`config.mk`:
```
export PLATFORM = sky130hd
export DESIGN_NAME = bit_serial_addsub_ctrl
export DESIGN_NICKNAME = d
export VERILOG_FILES = /design/src/rtl/bit_serial_addsub_ctrl_pkg.sv /design/src/rtl/bit_serial_addsub_ctrl_addsubn.sv /design/src/rtl/bit_serial_addsub_ctrl.sv
export SDC_FILE = /design/constraint.sdc
export NUM_CORES = 1
export LEC_CHECK = 0
export CAP_MARGIN = 40
export CORE_MARGIN = 4
export CORE_UTILIZATION = 54
export DETAILED_ROUTE_END_ITERATION = 8
export GPL_ROUTABILITY_DRIVEN = 1
export HOLD_SLACK_MARGIN = 0.12
export PLACE_DENSITY = 0.94
export SLEW_MARGIN = 10
export SYNTH_ARGS = -nofsm -noshare
export SYNTH_HDL_FRONTEND = slang
export SYNTH_HIERARCHICAL = 1
export SYNTH_SLANG_ARGS = --single-unit
```
`constraint.sdc`:
```
create_clock -name clk -period 3.1 [get_ports clk]
set_clock_uncertainty 0.2 [all_clocks]
set_input_delay 0.775 -clock clk [delete_from_list [all_inputs] [get_ports clk]]
set_output_delay 0.775 -clock clk [all_outputs]
set_load 0.05 [all_outputs]
```
`src/rtl/bit_serial_addsub_ctrl_pkg.sv`:
```
// Shared definitions for the bit-serial add/subtract controller:
// FSM state encoding and the one-bit full-add function used by the slice.
package bit_serial_addsub_ctrl_pkg;

  typedef enum logic [1:0] {
    ST_IDLE = 2'd0,
    ST_RUN  = 2'd1,
    ST_DONE = 2'd2
  } state_t;

  // Returns {carry, sum} of three input bits.
  function automatic logic [1:0] full_add(input logic x, input logic y, input logic c);
    full_add = {(x & y) | (x & c) | (y & c), x ^ y ^ c};
  endfunction

endpackage

```
`src/rtl/bit_serial_addsub_ctrl_addsubn.sv`:
```
// One-bit add/subtract slice; b is inverted when subtract is high, and the
// caller supplies the initial carry that completes the two's complement.
module AddSubN
  import bit_serial_addsub_ctrl_pkg::*;
(
  input  logic a,
  input  logic b,
  input  logic cin,
  input  logic subtract,
  output logic sum,
  output logic cout
);

  logic [1:0] fa;

  assign fa   = full_add(a, b ^ subtract, cin);
  assign sum  = fa[0];
  assign cout = fa[1];

endmodule

```
`src/rtl/bit_serial_addsub_ctrl.sv`:
```
// Bit-serial WIDTH-bit adder/subtractor: latches operands on start and feeds
// them LSB first through a single AddSubN slice, one bit per clock.
module bit_serial_addsub_ctrl
  import bit_serial_addsub_ctrl_pkg::*;
#(
  parameter int WIDTH = 32,
  parameter int CNT_W = 6
) (
  input  logic             clk,
  input  logic             reset,
  input  logic             start,
  input  logic             subtract,
  input  logic [WIDTH-1:0] a,
  input  logic [WIDTH-1:0] b,
  output logic             busy,
  output logic             done,
  output logic [WIDTH-1:0] result,
  output logic             carryout,
  output logic             overflow
);

  state_t             state;
  logic [WIDTH-1:0]   a_sh;
  logic [WIDTH-1:0]   b_sh;
  logic               sub_l;
  logic               carry_q;
  logic [CNT_W-1:0]   count;
  logic               slice_sum;
  logic               slice_cout;
  logic               last_bit;

  AddSubN slice (
    .a       (a_sh[0]),
    .b       (b_sh[0]),
    .cin     (carry_q),
    .subtract(sub_l),
    .sum     (slice_sum),
    .cout    (slice_cout)
  );

  assign last_bit = (count == CNT_W'(WIDTH - 1));

  // busy and done are registered alongside the state so neither has a
  // combinational path from start.
  always_ff @(posedge clk) begin
    if (reset) begin
      state    <= ST_IDLE;
      busy     <= 1'b0;
      done     <= 1'b0;
      result   <= '0;
      carryout <= 1'b0;
      overflow <= 1'b0;
      a_sh     <= '0;
      b_sh     <= '0;
      sub_l    <= 1'b0;
      carry_q  <= 1'b0;
      count    <= '0;
    end else begin
      case (state)
        ST_IDLE, ST_DONE: begin
          done <= 1'b0;
          if (start) begin
            a_sh     <= a;
            b_sh     <= b;
            sub_l    <= subtract;
            carry_q  <= subtract;
            count    <= '0;
            result   <= '0;
            carryout <= 1'b0;
            overflow <= 1'b0;
            state    <= ST_RUN;
            busy     <= 1'b1;
          end else begin
            state <= ST_IDLE;
            busy  <= 1'b0;
          end
        end
        ST_RUN: begin
          result  <= {slice_sum, result[WIDTH-1:1]};
          a_sh    <= {1'b0, a_sh[WIDTH-1:1]};
          b_sh    <= {1'b0, b_sh[WIDTH-1:1]};
          carry_q <= slice_cout;
          count   <= count + CNT_W'(1);
          // On the MSB the carry flop holds the carry into the MSB.
          if (last_bit) begin
            carryout <= slice_cout;
            overflow <= carry_q ^ slice_cout;
            state    <= ST_DONE;
            busy     <= 1'b0;
            done     <= 1'b1;
          end
        end
        default: begin
          state <= ST_IDLE;
          busy  <= 1'b0;
          done  <= 1'b0;
        end
      endcase
    end
  end

endmodule

```
==> results.md <==
- Status: completed
- # IOs: 104
- Via density: 5.635
- Antenna-violating nets left: 0
- DIE WIDTH: 99.54 µm
- Worst-Margin Slew: 677.4 ps
- Drt wl/cell: 14.29 µm
- Max Clk Rate: 0.3904 GHz
- Synth warn: 6
- Layout cells sized above 1: 0.03894
- Worst path max stage delay: 820 ps
- Clock transition at the registers of the reported paths: 110 ps
- Initial Util: 0.5534
- Die area: 0.009907 mm²
- Critical path arrival: 1590 ps
- Peak supply drop: 0.0004056 V
- Port Buf Inserts: 103
- Fin. max-slew vios: 0
- Crit path cell chain: clkdlybuf4s50_1
- Layout area overhead: 26.47%
- Max_slew headroom: 0.5484
- Fin Hold WS: 269.4 ps
- Fin crit period: 2562 ps
- Vias in the first global route: 4186
- Chip height: 99.54 µm
- Worst skew pair latency: 380 ps
- Final TNS setup: 0 ps
- Hold WC Path Type: register to register
- Final global-route overflow total: 0
- CTS tree: done
- Power Density: 483.9 mW/mm²
- Most common cell after layout, fill and taps aside: nand2_1
- CP endpoint kind: output port
- Rows: 33
- Worst path required time: 2120 ps
- Drt pass-1 iters: 4
- Cts hold-fix bufs: 0
- Initial antenna violation count: 0
- Max clock buf depth: 2
- H-tree lvl count: 3
- Tcrit/Tclk final: 0.8263
- GRT Util Overall: 0.2225
- Type of origin of the critical path: register
- DR vias: 4209
- CTS Sinks: 110
- Slowest cell on crit path: clkdlybuf4s50_1
- Largest net degree at the start of global routing: 108
- Gp weighted congestion: 0.8233
- Core area: 0.008175 mm²
- Hpwl dp: 6.616 mm
- Number of diodes: 0
- Most frequent cells in the layout: nand2_1 (163), dfxtp_1 (110), clkdlybuf4s50_1 (102)
- Delay-heaviest family, CP: buffers and inverters
- Initial DRC count: 228
- Final Setup Violations: 0
- Worst-path maximum fanout: 3
- Avg Cell Area, Syn: 7.896 µm²
- Post-CTS sizing: 0
- Final-report hold violation count: 0
- Worst Setup Path Type: register to output port
- Syn_nets: 643
- Sequential share of the synthesized area: 0.4867
- DR DRC count: 0
- Num CTS Buffers: 9
- Post-synthesis cell type count: 29
- Bufs and invs on worst path: 1
- Clk root buf: clkbuf_8
- Setup Buffers After CTS: 0
- Fin nets: 707
- Pleak: 0.002015 µW
- Yosys reg bits: 110
- Wire length of the first global-routing pass: 18.29 mm
- Final WL: 10.67 mm
- Syn Inst Count: 573
- Max Cap Violations: 0
- Synthesized area: 0.004524 mm²
- RSZ-0062 raised after global routing: false
area by class of cell:
type | instances | area (µm²)
Sequential cell | 110 | 2202
Inverter | 5 | 18.77
Clock inverter | 6 | 55.05
Fill cell | 648 | 2454
Tap cell | 105 | 131.4
Timing Repair Buffer | 108 | 1116
Clock buffer | 10 | 127.6
Multi-Input combinational cell | 403 | 2071
cell usage after synthesis:
| master | count | share of area |
|---|---|---|
| nand4_1 | 3 | 0.0041 |
| or4_1 | 1 | 0.0017 |
| dfxtp_1 | 110 | 0.49 |
| and4_1 | 1 | 0.0019 |
| ha_1 | 1 | 0.0028 |
| o311ai_1 | 1 | 0.0019 |
| nor3_1 | 1 | 0.0011 |
| xor2_1 | 1 | 0.0019 |
| clkbuf_1 | 20 | 0.017 |
| a311oi_1 | 62 | 0.12 |
| o21ai_0 | 1 | 0.0011 |
| nand2b_1 | 3 | 0.0041 |
| nor2b_1 | 2 | 0.0028 |
| fa_1 | 1 | 0.0044 |
| nor4_1 | 1 | 0.0014 |
| or3_1 | 2 | 0.0028 |
| o211ai_1 | 3 | 0.0050 |
| nand2_1 | 163 | 0.14 |
| a211oi_1 | 1 | 0.0017 |
| nand3_1 | 43 | 0.048 |
| a21oi_1 | 44 | 0.049 |
| buf_4 | 3 | 0.0050 |
| mux2_1 | 1 | 0.0025 |
| inv_1 | 5 | 0.0041 |
| or3b_1 | 1 | 0.0019 |
| xnor2_1 | 1 | 0.0019 |
| buf_2 | 32 | 0.035 |
| nor2_1 | 62 | 0.051 |
| a31oi_1 | 3 | 0.0041 |
power by group:
part	internal, µW	switching, µW
sequential	1500	47.7
clock	307	497
combinational	182	234
per-stage QoR:
step / utilization / cells / total power (µW) / setup slack (ps) / area (µm²)
floorplan: - / 573 / 1846 / 1254 / 4524
global placement: 0.6775 / 731 / 1978 / 680.9 / 5539
detailed placement: 0.6775 / 731 / 1995 / 622.1 / 5539
CTS: 0.6999 / 747 / 2796 / 512.4 / 5722
global route: 0.6999 / 747 / 2906 / 454.6 / 5722
finish: 0.6999 / 747 / 2769 / 538.3 / 5722
sequential cells by signal (all words and copies together), names as in the netlist:
signal    count
a_sh         32
b_sh         32
busy          1
carry_q       1
carryout      1
count         6
done          1
overflow      1
result       32
state         2
sub_l         1
per-layer routing:
layer / share of wire / routed length [µm] / GRT usage / vias up
met5: 0 / 0 / 0 / -
met1: 0.43 / 4573 / 0.2551 / 1960
met3: 0.078 / 830 / 0.07433 / 22
li1: - / - / - / 2116
met2: 0.47 / 5065 / 0.3884 / 111
met4: 0.019 / 202 / 0.07458 / 0
final timing paths:
kind,startpoint,end,slack (ps),depth (start not counted)
worst min-delay path,result[22],result[21],270,2
worst max-delay path,result[18],result[18],540,1
worst max register to register,state[0],b_sh[6],1040,4
worst min register to register,result[22],result[21],270,2
kinds of logic (layout without fill, tap and decap cells):
| kind of cell | after synthesis | after routing | share of synthesized area |
|---|---|---|---|
| compound gates | 115 | 115 | 0.1825 |
| xor+xnor | 2 | 2 | 0.003872 |
| fa+ha+maj | 2 | 2 | 0.007190 |
| buf+inv | 60 | 129 | 0.06112 |
| flops | 110 | 110 | 0.4867 |
| mux | 1 | 1 | 0.002489 |
| simple gates | 283 | 283 | 0.2561 |
Power figures use the tool's default switching activity.
==> RTL change (same settings) <==
Add an input register stage for `start`, `subtract`, `a` and `b`; this delays them by one clock. Comments in the files are not updated.
--- a/src/rtl/bit_serial_addsub_ctrl.sv
+++ b/src/rtl/bit_serial_addsub_ctrl.sv
@@ -18,6 +18,18 @@
   output logic             carryout,
   output logic             overflow
 );
+
+  logic start_q;
+  logic subtract_q;
+  logic [WIDTH-1:0] a_q;
+  logic [WIDTH-1:0] b_q;
+
+  always_ff @(posedge clk) begin
+    start_q    <= start;
+    subtract_q <= subtract;
+    a_q        <= a;
+    b_q        <= b;
+  end
 
   state_t             state;
   logic [WIDTH-1:0]   a_sh;
@@ -59,11 +71,11 @@
       case (state)
         ST_IDLE, ST_DONE: begin
           done <= 1'b0;
-          if (start) begin
-            a_sh     <= a;
-            b_sh     <= b;
-            sub_l    <= subtract;
-            carry_q  <= subtract;
+          if (start_q) begin
+            a_sh     <= a_q;
+            b_sh     <= b_q;
+            sub_l    <= subtract_q;
+            carry_q  <= subtract_q;
             count    <= '0;
             result   <= '0;
             carryout <= 1'b0;
Formal check against the unedited RTL: not equivalent (a bounded check fails within 4 cycles, from zero or initial values and one cycle with reset high).
==> RTL change against the original RTL <==
  * Sequential share of layout area up 10 points
  * Cell area is 27% higher
  * Combinational power up 34%
  * Via count is 8.2% higher
  * Worst hold slack worse by 0.022 ns
  * Area after synthesis rose by 24%
  * Die area grew 22%
  * Fmax is 4.7% lower
  * Total power rose by 89%
  * Non-clock buffer count is 4 higher
  * Synthesized cell count fell by 0.35%
  * Wire length rose by 19%
  * Sequential cell count up 66
  * Worst setup slack got worse by 0.13 ns
==> RTL change: results (changes against the original RTL) <==
stage,metric,value,unit,change
detailed_routing,WL met3,763,um,-8.1%
yosys,Synth Area in XOR/XNOR,0.313,%,-0.074 points
detailed_routing,Pre-Repair DR Iteration Count,5,,+1
yosys,"Net Count, Synth",641,,-0.31%
grt,met2 Usage GRT,37.3,%,-1.5 points
yosys,commonest cells in the netlist,"dfxtp_1, nor3_1, o22ai_1, nand2_1, nand3_1",,
detailed_routing,via count,4556,,+8.2%
place,DP Area,6630,um^2,+20%
yosys,count of cell types in the netlist,35,,+21%
place,HPWL Detailed,7870,um,+19%
clock_network,CTS buffer count,17,,+8
detailed_routing,DR WL met2,6680,um,+32%
detailed_routing,Met1 Wirelength,5010,um,+9.6%
yosys,Post-Synthesis Cells,571,,-0.35%
finish,nets,717,,+1.4%
finish,share of cells above drive strength 1,7.12,%,+3.2 points
hold_path,worst hold endpoint,a_sh[31],,
hold_path,hold path startpoint,a_q[31],,
detailed_routing,Iteration-0 DRC Markers,462,,+100%
power_and_ir_drop,PwrDens,721,nW/um^2,+49%
yosys,Synth area leaders,"dfxtp_1, nor3_1, o22ai_1",,
clock_network,clock insertion delay at the later pin of the skew report,0.52,ns,+0.14 ns
worst_setup_path,reg2reg setup slack,0.87,ns,-0.17 ns
clock_network,CTS H-tree lvls,4,,+1
place,Port Buffers,103,,unchanged
power_and_ir_drop,Psw,0.00125,W,+60%
worst_setup_path,Critical Path AT,1.71,ns,+0.12 ns
outcome,status,"finished, final reports clean",,
yosys,post-synthesis adder-cell area fraction,0.581,%,-0.14 points
power_and_ir_drop,comb pwr,0.000557,W,+34%
grt,first-pass GRT wire length,20600,um,+12%
sta,final hold slack,0.247,ns,-0.0225 ns
sta,relative slew slack,43.1,%,-12 points
grt,initial antenna violation count,0,,unchanged
grt,met3 usage,5.17,%,-2.3 points
detailed_routing,vias per cell,5.75,,+2.0%
place,RePlAce Congestion,0.769,,-6.6%
yosys,sequential-to-total area share from yosys stat,62.9,%,+14 points
detailed_routing,DR WL/cell,16.0,um,+12%
place,Post-Place Cells,761,,+4.1%
yosys,mux contribution to synthesized area,0.402,%,+0.15 points
power_and_ir_drop,clk pwr,0.00217,W,+170%
grt,largest net degree at the start of global routing,80,,-26%
worst_setup_path,CP max stage delay,0.84,ns,+0.02 ns
grt,vias in the first global route,4362,,+4.2%
power_and_ir_drop,P_leak,2.61,nW,+29%
power_and_ir_drop,maximum vdd drop,0.415,mV,+2.2%
grt,Global Route Usage Sum,21.6,%,-0.68 points
[RTL change: worst max-delay path by stage]
| stage | slack, ns | from | to | depth (start not counted) |
|---|---|---|---|---|
| 4_1_cts | 0.38 | result[9] | result[9] | 1 |
| 3_5_place_dp | 0.94 | result[9] | result[9] | 1 |
| 5_1_grt | 0.36 | result[9] | result[9] | 1 |
| 2_1_floorplan | 1.37 | reset | a_sh[0] | 3 |
| 3_3_place_gp | 0.97 | result[4] | result[4] | 1 |
| 6_report | 0.41 | result[9] | result[9] | 1 |
[RTL change: worst register-to-register path: cells and delay by family (launching register included)]
family	cells	cell delay [ns]
AO/OA/AOI/OAI	1	0.13
buffers and inverters	1	0.37
flip-flops	1	0.46
AND/OR/NAND/NOR	2	0.98
[RTL change: cell type report]
cell class / count / area [um^2]
clock buffer: 21 / 469
clock inverter: 11 / 153
fill: 699 / 2700
inverter: 4 / 15.0
multi-input combinational: 336 / 1830
sequential: 176 / 3520
tap: 133 / 166
timing repair buffer: 112 / 1100
